`config.mk`:
```
export PLATFORM = sky130hd
export DESIGN_NAME = aes_host_if
export DESIGN_NICKNAME = d
export VERILOG_FILES = /design/src/rtl/aes_pkg.sv /design/src/rtl/aes_word_bank.sv /design/src/rtl/aes_host_if.sv
export SDC_FILE = /design/constraint.sdc
export NUM_CORES = 1
export LEC_CHECK = 0
export ABC_AREA = 0
export CELL_PAD_IN_SITES_DETAIL_PLACEMENT = 1
export CELL_PAD_IN_SITES_GLOBAL_PLACEMENT = 1
export CORE_UTILIZATION = 30
export CTS_CLUSTER_DIAMETER = 40
export DETAILED_ROUTE_END_ITERATION = 6
export PLACE_DENSITY_LB_ADDON = 0.1
export SLEW_MARGIN = 20
export SYNTH_ARGS = -nofsm -noshare
export SYNTH_HDL_FRONTEND = slang
export SYNTH_SLANG_ARGS = --single-unit
```
`constraint.sdc`:
```
create_clock -name clk -period 2.5 [get_ports clk]
set_input_delay 0.375 -clock clk [delete_from_list [all_inputs] [get_ports clk]]
set_output_delay 0.375 -clock clk [all_outputs]
set_load 0.02 [all_outputs]
```
`src/rtl/aes_pkg.sv`:
```
`default_nettype none
// +--------------------------------------------------------------------------+
// | Package : aes_pkg                                                         |
// | Purpose : Shared definitions for the AES host front end: register map,    |
// |           CONFIG/START/STATUS bit positions, FSM state type and a width   |
// |           legality helper.                                                |
// | Ports   : none                                                            |
// | Revision: 1.0 - initial release                                           |
// +--------------------------------------------------------------------------+
package aes_pkg;

  // Register map
  localparam logic [3:0] c_addr_config  = 4'h1;
  localparam logic [3:0] c_addr_key     = 4'h2;
  localparam logic [3:0] c_addr_block   = 4'h3;
  localparam logic [3:0] c_addr_status  = 4'h4;
  localparam logic [3:0] c_addr_result  = 4'h5;
  localparam logic [3:0] c_addr_ptr_clr = 4'hE;
  localparam logic [3:0] c_addr_start   = 4'hF;

  // CONFIG bits
  localparam int c_cfg_encdec = 0;
  localparam int c_cfg_keylen = 1;

  // START bits
  localparam int c_start_init = 0;
  localparam int c_start_next = 1;

  // STATUS bits
  localparam int c_stat_ready     = 0;
  localparam int c_stat_busy      = 1;
  localparam int c_stat_res_avail = 2;
  localparam int c_stat_err       = 3;

  typedef enum logic [1:0] {
    ST_IDLE      = 2'd0,
    ST_INIT_WAIT = 2'd1,
    ST_NEXT_WAIT = 2'd2
  } state_t;

  // Bus widths must divide both 128 and 256 and hold the 4-bit STATUS word.
  function automatic logic width_ok(input int w);
    return (w == 8) || (w == 16) || (w == 32);
  endfunction

endpackage
`default_nettype wire

```
`src/rtl/aes_word_bank.sv`:
```
`default_nettype none
// +--------------------------------------------------------------------------+
// | Module  : aes_word_bank                                                   |
// | Purpose : N x W register file filled one word per write through a        |
// |           wrapping pointer; contents presented flat, word 0 in the MSBs.  |
// | Ports   : clk, rst_n (async, active-low)                                  |
// |           wr_en   - write data_in at pointer, advance pointer             |
// |           clr     - pointer back to word 0 (contents kept)                |
// |           data_in - W-bit write word                                      |
// |           words   - N*W-bit flattened contents                            |
// | Revision: 1.0 - initial release                                           |
// +--------------------------------------------------------------------------+
module aes_word_bank #(
  parameter int W = 16,
  parameter int N = 16
) (
  input  logic           clk,
  input  logic           rst_n,
  input  logic           wr_en,
  input  logic           clr,
  input  logic [W-1:0]   data_in,
  output logic [N*W-1:0] words
);

  localparam int c_pw = (N > 1) ? $clog2(N) : 1;

  logic [c_pw-1:0] r_ptr;
  logic [W-1:0]    r_mem [N];

  always_ff @(posedge clk or negedge rst_n) begin
    if (!rst_n) begin
      r_ptr <= '0;
      for (int i = 0; i < N; i++) r_mem[i] <= '0;
    end else if (clr) begin
      r_ptr <= '0;
    end else if (wr_en) begin
      r_mem[r_ptr] <= data_in;
      r_ptr        <= (r_ptr == c_pw'(N - 1)) ? '0 : r_ptr + c_pw'(1);
    end
  end

  for (genvar gi = 0; gi < N; gi++) begin : g_flat
    assign words[(N - gi) * W - 1 -: W] = r_mem[gi];
  end

endmodule
`default_nettype wire

```
`src/rtl/aes_host_if.sv`:
```
`default_nettype none
// +--------------------------------------------------------------------------+
// | Module  : aes_host_if                                                     |
// | Purpose : Narrow-bus host front end for AES_core. Loads key/block over an |
// |           IN_W write port, issues init/next, returns the 128-bit result   |
// |           over an OUT_W read port, with busy-lock and sticky error flag.  |
// | Ports   : clk, rst_n (async, active-low)                                  |
// |           addr/wr_en/rd_en/data_in - host register access                 |
// |           data_out                  - registered read data                |
// |           core_encdec/keylen/init/next/key/block - to AES_core            |
// |           core_ready/result/valid   - from AES_core                       |
// | Revision: 1.0 - initial release                                           |
// +--------------------------------------------------------------------------+
module aes_host_if #(
  parameter int IN_W  = 16,
  parameter int OUT_W = 8
) (
  input  logic             clk,
  input  logic             rst_n,
  input  logic [3:0]       addr,
  input  logic             wr_en,
  input  logic             rd_en,
  input  logic [IN_W-1:0]  data_in,
  output logic [OUT_W-1:0] data_out,
  output logic             core_encdec,
  output logic             core_keylen,
  output logic             core_init,
  output logic             core_next,
  output logic [255:0]     core_key,
  output logic [127:0]     core_block,
  input  logic             core_ready,
  input  logic [127:0]     core_result,
  input  logic             core_valid
);

  import aes_pkg::*;

  localparam int c_key_words = 256 / IN_W;
  localparam int c_blk_words = 128 / IN_W;
  localparam int c_res_words = 128 / OUT_W;
  localparam int c_res_pw    = $clog2(c_res_words);

  if (!(width_ok(IN_W) && width_ok(OUT_W))) begin : g_bad_width
    $error("aes_host_if: IN_W and OUT_W must each be 8, 16 or 32");
  end

  state_t              r_state;
  logic                r_encdec;
  logic                r_keylen;
  logic                r_init;
  logic                r_next;
  logic [127:0]        r_res;
  logic                r_res_avail;
  logic [c_res_pw-1:0] r_res_ptr;
  logic                r_err;
  logic [OUT_W-1:0]    r_data_out;

  logic                w_busy;
  logic                w_rd;
  logic                w_key_wr;
  logic                w_blk_wr;
  logic                w_ptr_clr;
  logic                w_wr_locked;
  logic                w_start_ok;
  logic                w_start_bad;
  logic                w_err_set;
  logic                w_rd_bad;
  logic [OUT_W-1:0]    w_rd_data;
  logic [OUT_W-1:0]    w_res_words [c_res_words];

  assign w_busy    = (r_state != ST_IDLE);
  // A simultaneous write wins; the read is dropped and flagged.
  assign w_rd      = rd_en & ~wr_en;
  assign w_key_wr  = wr_en & ~w_busy & (addr == c_addr_key);
  assign w_blk_wr  = wr_en & ~w_busy & (addr == c_addr_block);
  assign w_ptr_clr = wr_en & (addr == c_addr_ptr_clr);

  assign w_wr_locked = wr_en & ((addr == c_addr_config) | (addr == c_addr_key) |
                                (addr == c_addr_block)  | (addr == c_addr_start));
  assign w_start_ok  = wr_en & ~w_busy & (addr == c_addr_start) & core_ready;
  assign w_start_bad = wr_en & ~w_busy & (addr == c_addr_start) &
                       (~core_ready | (data_in[c_start_init] & data_in[c_start_next]));
  assign w_err_set   = (wr_en & rd_en) | (w_rd & w_rd_bad) | (w_busy & w_wr_locked) | w_start_bad;

  aes_word_bank #(.W(IN_W), .N(c_key_words)) u_key_bank (
    .clk     (clk),
    .rst_n   (rst_n),
    .wr_en   (w_key_wr),
    .clr     (w_ptr_clr),
    .data_in (data_in),
    .words   (core_key)
  );

  aes_word_bank #(.W(IN_W), .N(c_blk_words)) u_blk_bank (
    .clk     (clk),
    .rst_n   (rst_n),
    .wr_en   (w_blk_wr),
    .clr     (w_ptr_clr),
    .data_in (data_in),
    .words   (core_block)
  );

  // Result word 0 is the MSB slice.
  for (genvar gi = 0; gi < c_res_words; gi++) begin : g_res_word
    assign w_res_words[gi] = r_res[127 - gi * OUT_W -: OUT_W];
  end

  always_comb begin
    w_rd_data = '0;
    w_rd_bad  = 1'b0;
    case (addr)
      c_addr_config: begin
        w_rd_data[c_cfg_keylen] = r_keylen;
        w_rd_data[c_cfg_encdec] = r_encdec;
      end
      c_addr_status: begin
        w_rd_data[c_stat_err]       = r_err;
        w_rd_data[c_stat_res_avail] = r_res_avail;
        w_rd_data[c_stat_busy]      = w_busy;
        w_rd_data[c_stat_ready]     = core_ready;
      end
      c_addr_result: w_rd_data = w_res_words[r_res_ptr];
      c_addr_key, c_addr_block, c_addr_ptr_clr, c_addr_start: w_rd_bad = 1'b1;
      default: ;
    endcase
  end

  always_ff @(posedge clk or negedge rst_n) begin
    if (!rst_n) begin
      r_state     <= ST_IDLE;
      r_encdec    <= 1'b0;
      r_keylen    <= 1'b0;
      r_init      <= 1'b0;
      r_next      <= 1'b0;
      r_res       <= '0;
      r_res_avail <= 1'b0;
      r_res_ptr   <= '0;
      r_err       <= 1'b0;
      r_data_out  <= '0;
    end else begin
      r_init <= 1'b0;
      r_next <= 1'b0;

      if (wr_en && !w_busy && addr == c_addr_config) begin
        r_keylen <= data_in[c_cfg_keylen];
        r_encdec <= data_in[c_cfg_encdec];
      end

      if (w_rd) begin
        r_data_out <= w_rd_data;
        if (addr == c_addr_result)
          r_res_ptr <= (r_res_ptr == c_res_pw'(c_res_words - 1)) ? '0 : r_res_ptr + c_res_pw'(1);
      end
      if (w_ptr_clr) r_res_ptr <= '0;

      // STATUS read reports the flag, then clears it; a new error this cycle wins.
      if (w_rd && addr == c_addr_status) r_err <= 1'b0;
      if (w_err_set) r_err <= 1'b1;

      case (r_state)
        ST_IDLE: begin
          if (w_start_ok) begin
            if (data_in[c_start_init]) begin
              r_init  <= 1'b1;
              r_state <= ST_INIT_WAIT;
            end else if (data_in[c_start_next]) begin
              r_next      <= 1'b1;
              r_res_avail <= 1'b0;
              r_state     <= ST_NEXT_WAIT;
            end
          end
        end
        // The core has not yet seen the pulse while it is high, so its
        // ready/valid still describe the previous operation.
        ST_INIT_WAIT: begin
          if (!r_init && core_ready) r_state <= ST_IDLE;
        end
        ST_NEXT_WAIT: begin
          if (!r_next && core_valid) begin
            r_res       <= core_result;
            r_res_avail <= 1'b1;
            r_res_ptr   <= '0;
            r_state     <= ST_IDLE;
          end
        end
        default: r_state <= ST_IDLE;
      endcase
    end
  end

  assign data_out    = r_data_out;
  assign core_encdec = r_encdec;
  assign core_keylen = r_keylen;
  assign core_init   = r_init;
  assign core_next   = r_next;

endmodule
`default_nettype wire

```
Yosys cells after proc, flatten, opt, wreduce, memory -nomap -nowiden
Index checks and enable logic that the tools add are counted.
{"block": "word_totals", "input_bits": 154, "out_inout_bits": 396, "ff_bits": 539, "word_cells": 156}
{"block": "op_classes", "add_sub_neg": 3, "order_cmp": 5, "mux": 45, "reduce_logical": 22, "bitwise_logic": 27, "eq_ne": 18}
{"op": "$bwmux W256", "n": 1}
{"op": "$bwmux W128", "n": 1}
{"op": "$demux W16 S4", "n": 1}
{"op": "$demux W16 S3", "n": 1}
{"op": "$mux W4", "n": 10}
{"op": "$bmux W8 S4", "n": 1}
{"op": "$mux W16", "n": 2}
{"op": "$eq A4 B4 Y1 const B", "n": 4}
{"op": "$mux W8", "n": 2}
{"op": "$mux W1", "n": 14}
{"op": "$and A1 B1 Y1", "n": 13}
{"op": "$pmux W2 S3", "n": 2}
{"op": "$ge A5 B5 Y1 const B", "n": 2}
{"op": "$mux W2", "n": 5}
{"op": "$ne A2 B2 Y1 const B", "n": 5}
{"op": "$not A4 Y5", "n": 2}
{"op": "$reduce_bool A2 Y1", "n": 5}
{"op": "$mux W3", "n": 3}
{"op": "$add A4 B1 Y4 const B", "n": 2}
{"op": "$eq A4 B2 Y1 const B", "n": 2}
{"op": "$eq A4 B3 Y1 const B", "n": 2}
{"op": "$logic_and A1 B1 Y1", "n": 7}
{"op": "$or A1 B1 Y1", "n": 7}
{"op": "$reduce_and A2 Y1", "n": 3}
{"op": "18 further kinds", "n": 23}

Depth between registers and ports, before layout
Gate-level depths: netlist of run 1.
{"block": "logic_depth", "depth_word": 9, "mapped_depth": 8, "depth_no_buf": 5}

Hierarchy
A second synthesis of run 1 with hierarchy kept.
{"block": "hier_totals", "cells_unflattened": 1345, "hier_area_um2": 21931.0}
{"module": "aes_word_bank (u_key_bank)", "seq_area_each_um2": 6506.2, "area_per_inst_um2": 10121.0, "cells_per_inst": 600, "n_inst": 1}
{"module": "aes_host_if", "seq_area_each_um2": 3703.6, "area_per_inst_um2": 6812.8, "cells_per_inst": 451, "n_inst": 1}
{"module": "aes_word_bank (u_blk_bank)", "seq_area_each_um2": 3278.1, "area_per_inst_um2": 4997.3, "cells_per_inst": 294, "n_inst": 1}

Worst setup path before layout of run 1
No wires, ideal clock.
{"block": "synth_path", "path_type": "input-to-reg", "from": "in addr[3]", "to": "reg u_blk_bank.r_mem (netlist bit u_blk_bank.words[53])", "setup_ns": 0.125, "path_stages": 6, "n_path_buf": 2, "required_time_ns": 2.375, "slack_ns": 0.447, "arrival_time_ns": 1.928, "path_cell_list": "buf_2 > nor2_2 > nand4_1 > nor3_2 > buf_6 > mux2_2"}
{"block": "synth_via", "elab_chain_cells": 4, "word_cells_on_any_way": 6, "classes_between": "eq/ne (2); bitwise (3); reduce/logical (1)"}
{"element": "start: declaration", "line_no": "aes_host_if.sv:20", "text": "input logic [3:0] addr,"}
{"element": "$eq A4 B4 Y1", "line_no": "aes_host_if.sv:76", "text": "assign w_ptr_clr = wr_en & (addr == c_addr_ptr_clr);"}
{"element": "$and A1 B1 Y1", "line_no": "aes_host_if.sv:76"}
{"element": "$not A1 Y1 (no source line)"}
{"element": "$reduce_and A2 Y1 (no source line) *"}
{"element": "end signal: indexed assignment", "line_no": "aes_word_bank.sv:37", "text": "r_mem[r_ptr] <= data_in;"}
{"element": "end: declaration", "line_no": "aes_word_bank.sv:28", "text": "logic [W-1:0] r_mem [N];"}
Mark *: on every way between the ends. The rest lies on a longest branch, timed or not.
A chain may end at the register's enable or synchronous reset.

Worst setup path after layout of run 1
{"block": "layout_path", "from": "reg r_res_ptr[0]", "to": "reg r_data_out[1] (netlist: data_out[1])"}
{"block": "layout_via", "elab_chain_cells": 5}
{"element": "start: declaration", "line_no": "aes_host_if.sv:54", "text": "logic [c_res_pw-1:0] r_res_ptr;"}
{"element": "start signal: assignment", "line_no": "aes_host_if.sv:152", "text": "r_res_ptr <= (r_res_ptr == c_res_pw'(c_res_words - 1)) ? '0 : r_res_ptr + c_res_pw'(1);"}
{"element": "$not A4 Y5 (implied by the code)", "line_no": "aes_host_if.sv:122", "text": "c_addr_result: w_rd_data = w_res_words[r_res_ptr];"}
{"element": "$bmux W8 S4", "line_no": "aes_host_if.sv:122"}
{"element": "$mux W8 (implied by the code) (2 in series)", "line_no": "aes_host_if.sv:122"}
{"element": "$pmux W2 S3", "line_no": "aes_host_if.sv:111", "text": "case (addr)"}
{"element": "end signal: assignment", "line_no": "aes_host_if.sv:150", "text": "r_data_out <= w_rd_data;"}
{"element": "end: declaration", "line_no": "aes_host_if.sv:56", "text": "logic [OUT_W-1:0] r_data_out;"}
Every way passes these cells. The select of a mux whose other input is x is not followed.

==> impl_metrics.csv, run 1 <==
group,metric,value,unit
floorplan,coreArea,0.07173,mm²
timing,period_needed,2.383,ns
run_status,status,"complete, no violations",
cells_and_area,fillCellCount,7081,
timing,post-route-period-util,95.32,%
timing,final_hold_viol_count,0,
drt,drt_pre_antenna_iters,4,
grt,grt_pass1_wl,113.8,mm
power_and_ir_drop,powerDensity,868.7,mW/mm²
timing,slew_headroom,57.22,%
worst_hold_path,hold_depth,3,
grt,use_met3,6.157,%
grt,top_usage_layer,"met2",
clocking,cts_root_buffer,"clkbuf_16",
grt,grt_pass1_vias,15880,
floorplan,fp.dieArea,0.07377,mm²
cells_and_area,syn2layout_area_growth,50.88,%
clocking,h-tree-depth,3,
setup_path,reg2reg_from,"r_res_ptr[0]",
setup_path,critPathLaunchType,"flop",
synthesis,synth_top_family_by_area,"multiplexers",
setup_path,crit_type,"reg -> reg",
setup_path,crit_slowest_cell,"dfrtp_2",
timing,rsz0062_at_grt,"false",
clocking,clockBufferDepth,3,
synthesis,yosys.area.top_type,"dfrtp_1",
power_and_ir_drop,leakage,15.00,nW
synthesis,yosys_warnings,0,
power_and_ir_drop,ir_drop,0.5226,mV
synthesis,yosysMostFrequentCell,"dfrtp_1",
synthesis,muxShareOfSynthArea,30.01,%
grt,grt_use_met1,24.82,%
synthesis,synthesis.area,0.02181,mm²
worst_hold_path,hold_path_end,"core_init",
synthesis,synth_cell_types,58,
synthesis,avgSynthCellArea,15.78,µm²
synthesis,syn_nets,1543,
timing,fin_skew,0.02977,ns
clocking,cts.sinks,539,
setup_path,worst-path-max-fanout,15,
clocking,clk_pin_slew,0.05,ns
synthesis,yosys-top-cells-count,"dfrtp_1 (539), mux2_2 (503), clkbuf_1 (46), buf_2 (28), mux2i_1 (28)",
synthesis,synth_cells,1382,
setup_path,path_cells,"mux4_2, mux2i_1, buf_4, nor3_1, or3_1",
placement,hpwl,54.81,mm
grt,track_usage,20.99,%
grt,globalRouteMet2Util,35.93,%
clocking,cts_tree,"built",
drt,detail-route-antenna-nets,0,
timing,worst_pin_slew,0.6403,ns
synthesis,synth_seq_cells,539,
grt,antenna_found_initial,10,
synthesis,synth-async-reset-ratio,100.0,%
synthesis,ys_seq_area_share,61.85,%
synthesis,synth_edf_count,0,
placement,io_buffers,549,
drt,drt-initial-drc-count,620,
drt,totalWireLength,76.61,mm
setup_path,endpoint_kind,"flop",
setup_path,cp.arrival,2.90,ns
cells_and_area,layout.nets,2179,
clocking,cts_made_buffers,105,
synthesis,ys_dominant_reg_cell,"dfrtp_1",
timing,finalSetupTns,0,ns
drt,via_per_inst,4.700,
drt,drc,0,
timing,setup_viol,0,
synthesis,synth_compound_gate_area_share,1.681,%
synthesis,synth-xor-area-share,0.1205,%
floorplan,die_w,271.6,µm
grt,grt_start_max_net_pins,75,
worst_hold_path,hp-class,"in -> reg",
floorplan,rows,98,
floorplan,start_util,30.40,%
setup_path,worst-r2r-cell-count,5,
synthesis,synth_top_area_share,61.85,%
flow_run,max_cap_violations,0,
grt,grt_overflow,0,
floorplan,ios,550,
floorplan,die_y,271.6,µm
timing,whs,0.2135,ns
drt,vias,14370,
synthesis,synthTopCellsByArea,"dfrtp_1 (62%), mux2_2 (26%), mux4_2 (2.0%), mux2i_1 (1.3%), clkbuf_1 (0.79%)",
setup_path,max_stage_delay,0.77,ns
clocking,clk_latency,0.64,ns
timing,slew_violations,0,
worst_hold_path,hp-start,"data_in[0]",
timing,timing.fmax,419.6,MHz
drt,wl_per_cell,25.06,µm
synthesis,yosys.area_share.adder,0.4016,%
synthesis,synth-simple-area-share,3.391,%
setup_path,required,3.01,ns
clocking,post_cts_buffers,0,
cells_and_area,layout-drive-gt1-share,39.08,%
setup_path,reg2reg_slack,0.12,ns
setup_path,reg2reg_to,"data_out[1]",
placement,place.gp.congestion,0.7918,
[cell families (layout without fill, tap and decap cells)]
family | count (synthesis) | after routing
adder cells (fa/ha/maj) | 7 | 7
other | 0 | 1
buffers and inverters | 106 | 830
flip-flops | 539 | 539
multiplexers | 562 | 562
AND/OR/NAND/NOR | 111 | 111
AO/OA/AOI/OAI | 54 | 54
XOR/XNOR | 3 | 3
[placed cells by master (no fill, tap or decap), drive strengths merged, types with 2 or more instances in the layout]
cell type,n
a211oi,4
a21o,2
a21oi,8
a22o,2
a22oi,2
a31oi,2
and3,4
and4bb,2
buf,79
bufinv,21
clkbuf,135
clkdlybuf4s50,547
clkinv,24
clkinvlp,8
dfrtp,539
ha,7
inv,15
mux2,515
mux2i,28
mux4,19
nand2,22
nand2b,7
nand3,21
nand4,2
nor2,14
nor2b,7
nor3,16
o21ai,7
o221ai,4
o22ai,11
o31ai,7
or2,3
or3,3
xnor2,2
[flip-flops by register name, summed over array words and instances (netlist names)]
| signal | cells |
|---|---|
| u_key_bank.r_ptr | 4 |
| u_blk_bank.r_ptr | 3 |
| r_state | 2 |
| u_key_bank.words | 256 |
| data_out | 8 |
| core_keylen | 1 |
| u_blk_bank.words | 128 |
| r_res_avail | 1 |
| r_res | 128 |
| r_err | 1 |
| core_init | 1 |
| r_res_ptr | 4 |
| core_next | 1 |
| core_encdec | 1 |
[where the power goes]
| group | switching [mW] | internal (mW) |
|---|---|---|
| logic | 1.72 | 1.72 |
| clock network | 4.82 | 10.4 |
| registers | 0.445 | 9.45 |
| total | 6.98 | 21.6 |
[final cells by class]
class                      count  area (µm²)  share of cell area, %
timing repair buffer         627        6534                  19.86
sequential                   539       13490                  41.00
clock buffer                 135        2932                  8.910
inverter                       8       30.03                0.09127
multi-input combinational    737        7789                  23.67
clock inverter                60       938.4                  2.852
tap                          950        1189                  3.613
antenna                        1       2.502               0.007605
[what timing repair did]
action                    4_1_cts  5_1_grt
resized for setup               0        0
hold buffers                    1        0
hold endpoints to repair       50        0
[per-layer routing]
metal	routed length [µm]	vias to the layer above	share of wire, %
met5	72	-	0.094
met4	2667	12	3.5
met3	4991	148	6.5
met2	38730	427	51
met1	30150	7503	39
li1	-	6278	-
[per-stage QoR]
step / instances / worst slack, ns / total power, mW / util, % / area (µm²)
after floorplan: 1382 / 0.4473 / 11.55 / - / 21810
after global placement: 2860 / 0.01121 / 13.44 / 40.46 / 29020
after detailed placement: 2860 / 0.03178 / 13.53 / 40.46 / 29020
after CTS: 3056 / 0.03776 / 29.01 / 45.87 / 32900
after global routing: 3057 / 0.03724 / 29.64 / 45.87 / 32900
final: 3057 / 0.1171 / 28.58 / 45.87 / 32900
[critical path, delay by kind of cell (launching register included)]
family / cells / cell delay (ns)
buffers and inverters: 1 / 0.18
AND/OR/NAND/NOR: 2 / 0.38
flip-flops: 1 / 0.77
multiplexers: 2 / 0.92
[how the worst max path moves through the flow]
| stage | startpoint | end | slack, ns | cells after the start |
|---|---|---|---|---|
| final | r_res_ptr[0] | data_out[1] | 0.12 | 5 |
| after global placement | r_res_ptr[0] | data_out[1] | 0.01 | 5 |
| after detailed placement | r_res_ptr[0] | data_out[1] | 0.03 | 5 |
| after global routing | r_res_ptr[0] | data_out[1] | 0.04 | 5 |
| after floorplan | addr[3] | u_blk_bank.words[53] | 0.45 | 6 |
| after CTS | r_res_ptr[0] | data_out[1] | 0.04 | 5 |
No activity file was read; power rests on OpenSTA's default activity.
==> inputs of run 2 (changes only) <==
CELL_PAD_IN_SITES_DETAIL_PLACEMENT = unset   (was 1)
CELL_PAD_IN_SITES_GLOBAL_PLACEMENT = unset   (was 1)
GPL_TIMING_DRIVEN = 0   (was unset)
PLACE_DENSITY_LB_ADDON = unset   (was 0.1)
==> impl_metrics.csv, run 2 (same netlist as run 1, synthesis figures left out) <==
group,metric,value,unit
grt,grt_start_max_net_pins,97,
grt,grt_pass1_wl,104.6,mm
setup_path,reg2reg_slack,0.14,ns
cells_and_area,layout-drive-gt1-share,37.42,%
grt,grt_pass1_vias,15250,
timing,worst_pin_slew,1.021,ns
run_status,status,"complete, no violations",
power_and_ir_drop,leakage,14.58,nW
setup_path,worst-path-max-fanout,10,
placement,place.gp.congestion,0.8186,
timing,post-route-period-util,94.30,%
drt,totalWireLength,71.00,mm
drt,drt_pre_antenna_iters,4,
worst_hold_path,hp-start,"addr[3]",
floorplan,die_w,271.6,µm
placement,io_buffers,546,
timing,fin_skew,0.03720,ns
cells_and_area,final_common_cell,"clkdlybuf4s50_1",
drt,vias,14490,
timing,final_hold_viol_count,0,
clocking,cts_tree,"built",
power_and_ir_drop,powerDensity,829.4,mW/mm²
setup_path,cp.arrival,2.86,ns
drt,wl_per_cell,23.16,µm
setup_path,required,3.00,ns
flow_run,max_cap_violations,0,
setup_path,path_cells,"buf_2, buf_2, buf_2, mux4_2, o22ai_1, o31ai_1",
clocking,cts.sinks,539,
cells_and_area,syn2layout_area_growth,47.25,%
timing,period_needed,2.358,ns
floorplan,die_y,271.6,µm
grt,antenna_found_initial,12,
worst_hold_path,hp-class,"in -> reg",
clocking,cts_root_buffer,"clkbuf_16",
setup_path,reg2reg_to,"data_out[4]",
drt,via_per_inst,4.726,
power_and_ir_drop,totalPowerFinal,26.63,mW
timing,timing.fmax,424.2,MHz
clocking,cts_made_buffers,93,
timing,rsz0062_at_grt,"false",
clocking,h-tree-depth,3,
setup_path,critPathLaunchType,"flop",
worst_hold_path,hold_depth,2,
drt,drt-initial-drc-count,777,
worst_hold_path,hold_path_end,"u_blk_bank.r_ptr[1]",
floorplan,fp.dieArea,0.07377,mm²
floorplan,start_util,30.40,%
cells_and_area,largest_reg_flops,256,
setup_path,reg2reg_from,"r_res_ptr[1]",
timing,slew_violations,0,
floorplan,rows,98,
clocking,clk_pin_slew,0.05,ns
setup_path,crit_slowest_cell,"buf_2",
clocking,clk_latency,0.64,ns
timing,setup_viol,0,
drt,detail-route-antenna-nets,0,
cells_and_area,layout.nets,2193,
grt,grt_overflow,0,
timing,whs,0.08585,ns
setup_path,max_stage_delay,0.42,ns
setup_path,endpoint_kind,"flop",
placement,hpwl,53.57,mm
timing,slew_headroom,31.91,%
floorplan,coreArea,0.07173,mm²
setup_path,crit_type,"reg -> reg",
power_and_ir_drop,ir_drop,0.5097,mV
grt,track_usage,19.27,%
clocking,clockBufferDepth,3,
floorplan,ios,550,
setup_path,worst-r2r-cell-count,6,
cells_and_area,layout_common_cells,"clkdlybuf4s50_1 (545), dfrtp_1 (539), mux2_2 (503)",
drt,drc,0,
setup_path,path_common_cell,"buf_2",
-- run 2: cell types whose count changed in the layout (fill, tap and decap cells not counted), moves of 8 or more --
| cell | before | now |
|---|---|---|
| clkbuf_1 | 12 | 50 |
| buf_12 | 36 | 1 |
| buf_4 | 41 | 12 |
| buf_2 | 1 | 29 |
| clkbuf_16 | 106 | 95 |
| clkinv_2 | 18 | 7 |
| bufinv_16 | 21 | 12 |
| buf_6 | 0 | 8 |
| clkinv_4 | 5 | 13 |
-- run 2: how the worst max path moves through the flow --
stage	start	end	slack, ns
5_1_grt	u_blk_bank.r_ptr[2]	u_blk_bank.words[14]	0.03
6_report	r_res_ptr[1]	data_out[4]	0.14
4_1_cts	r_state[0]	u_blk_bank.words[78]	-0.11
2_1_floorplan	addr[3]	u_blk_bank.words[53]	0.45
3_5_place_dp	wr_en	u_blk_bank.words[58]	-0.80
3_3_place_gp	rst_n	u_key_bank.words[76]	-22.87
-- run 2: critical path, delay by kind of cell, from the launching register on --
family                 cells  cell delay [ns]
buffers and inverters      3             1.06
AOI/OAI and AO/OA          2             0.43
muxes                      1             0.38
DFF                        1             0.35
-- run 2: repair_timing --
item	CTS	global route
endpoints found under the hold margin	186	0
buffers inserted	0	2
endpoints found under the setup margin	150	69
hold buffers	1	0
pin swaps	0	1
resized for setup	4	7
-- run 2: layout make-up --
cell class / instances / area (µm²)
diodes: 4 / 10.01
plain buffers: 98 / 530.5
clock buffers: 110 / 2534
clock inverters: 64 / 864.6
fillers: 6413 / 39620
inverters: 8 / 30.03
multi-input cells: 737 / 7805
flip-flops and latches: 539 / 13490
well taps: 950 / 1189
repair buffers: 555 / 5660
-- run 2: routing by layer --
| layer | track usage (%) | wire, µm | vias up |
|---|---|---|---|
| li1 | - | - | 6348 |
| met1 | 22.31 | 27570 | 7417 |
| met2 | 31.63 | 34060 | 548 |
| met3 | 8.209 | 6817 | 159 |
| met4 | 7.141 | 2452 | 14 |
| met5 | 0 | 94 | - |
-- run 2: metrics by stage --
stage	worst slack [ns]	cells	instance area [µm²]	setup TNS [ns]	utilization, %
4_1_cts	-0.1095	3059	32050	-2.247	44.69
3_5_place_dp	-0.8026	2884	28630	-153.83	39.91
6_report	0.1424	3065	32110	0	44.77
2_1_floorplan	0.4473	1382	21810	0	-
3_3_place_gp	-22.87	2878	28460	-	39.68
5_1_grt	0.02592	3061	32100	0	44.75
-- run 2: where the power goes --
group	total (mW)	switching, mW	internal, mW	leakage, nW
sequential	9.84	0.404	9.44	7.23
clock	13.4	4.78	8.65	1.62
combinational	3.36	1.68	1.68	5.73
total	26.6	6.86	19.8	14.6
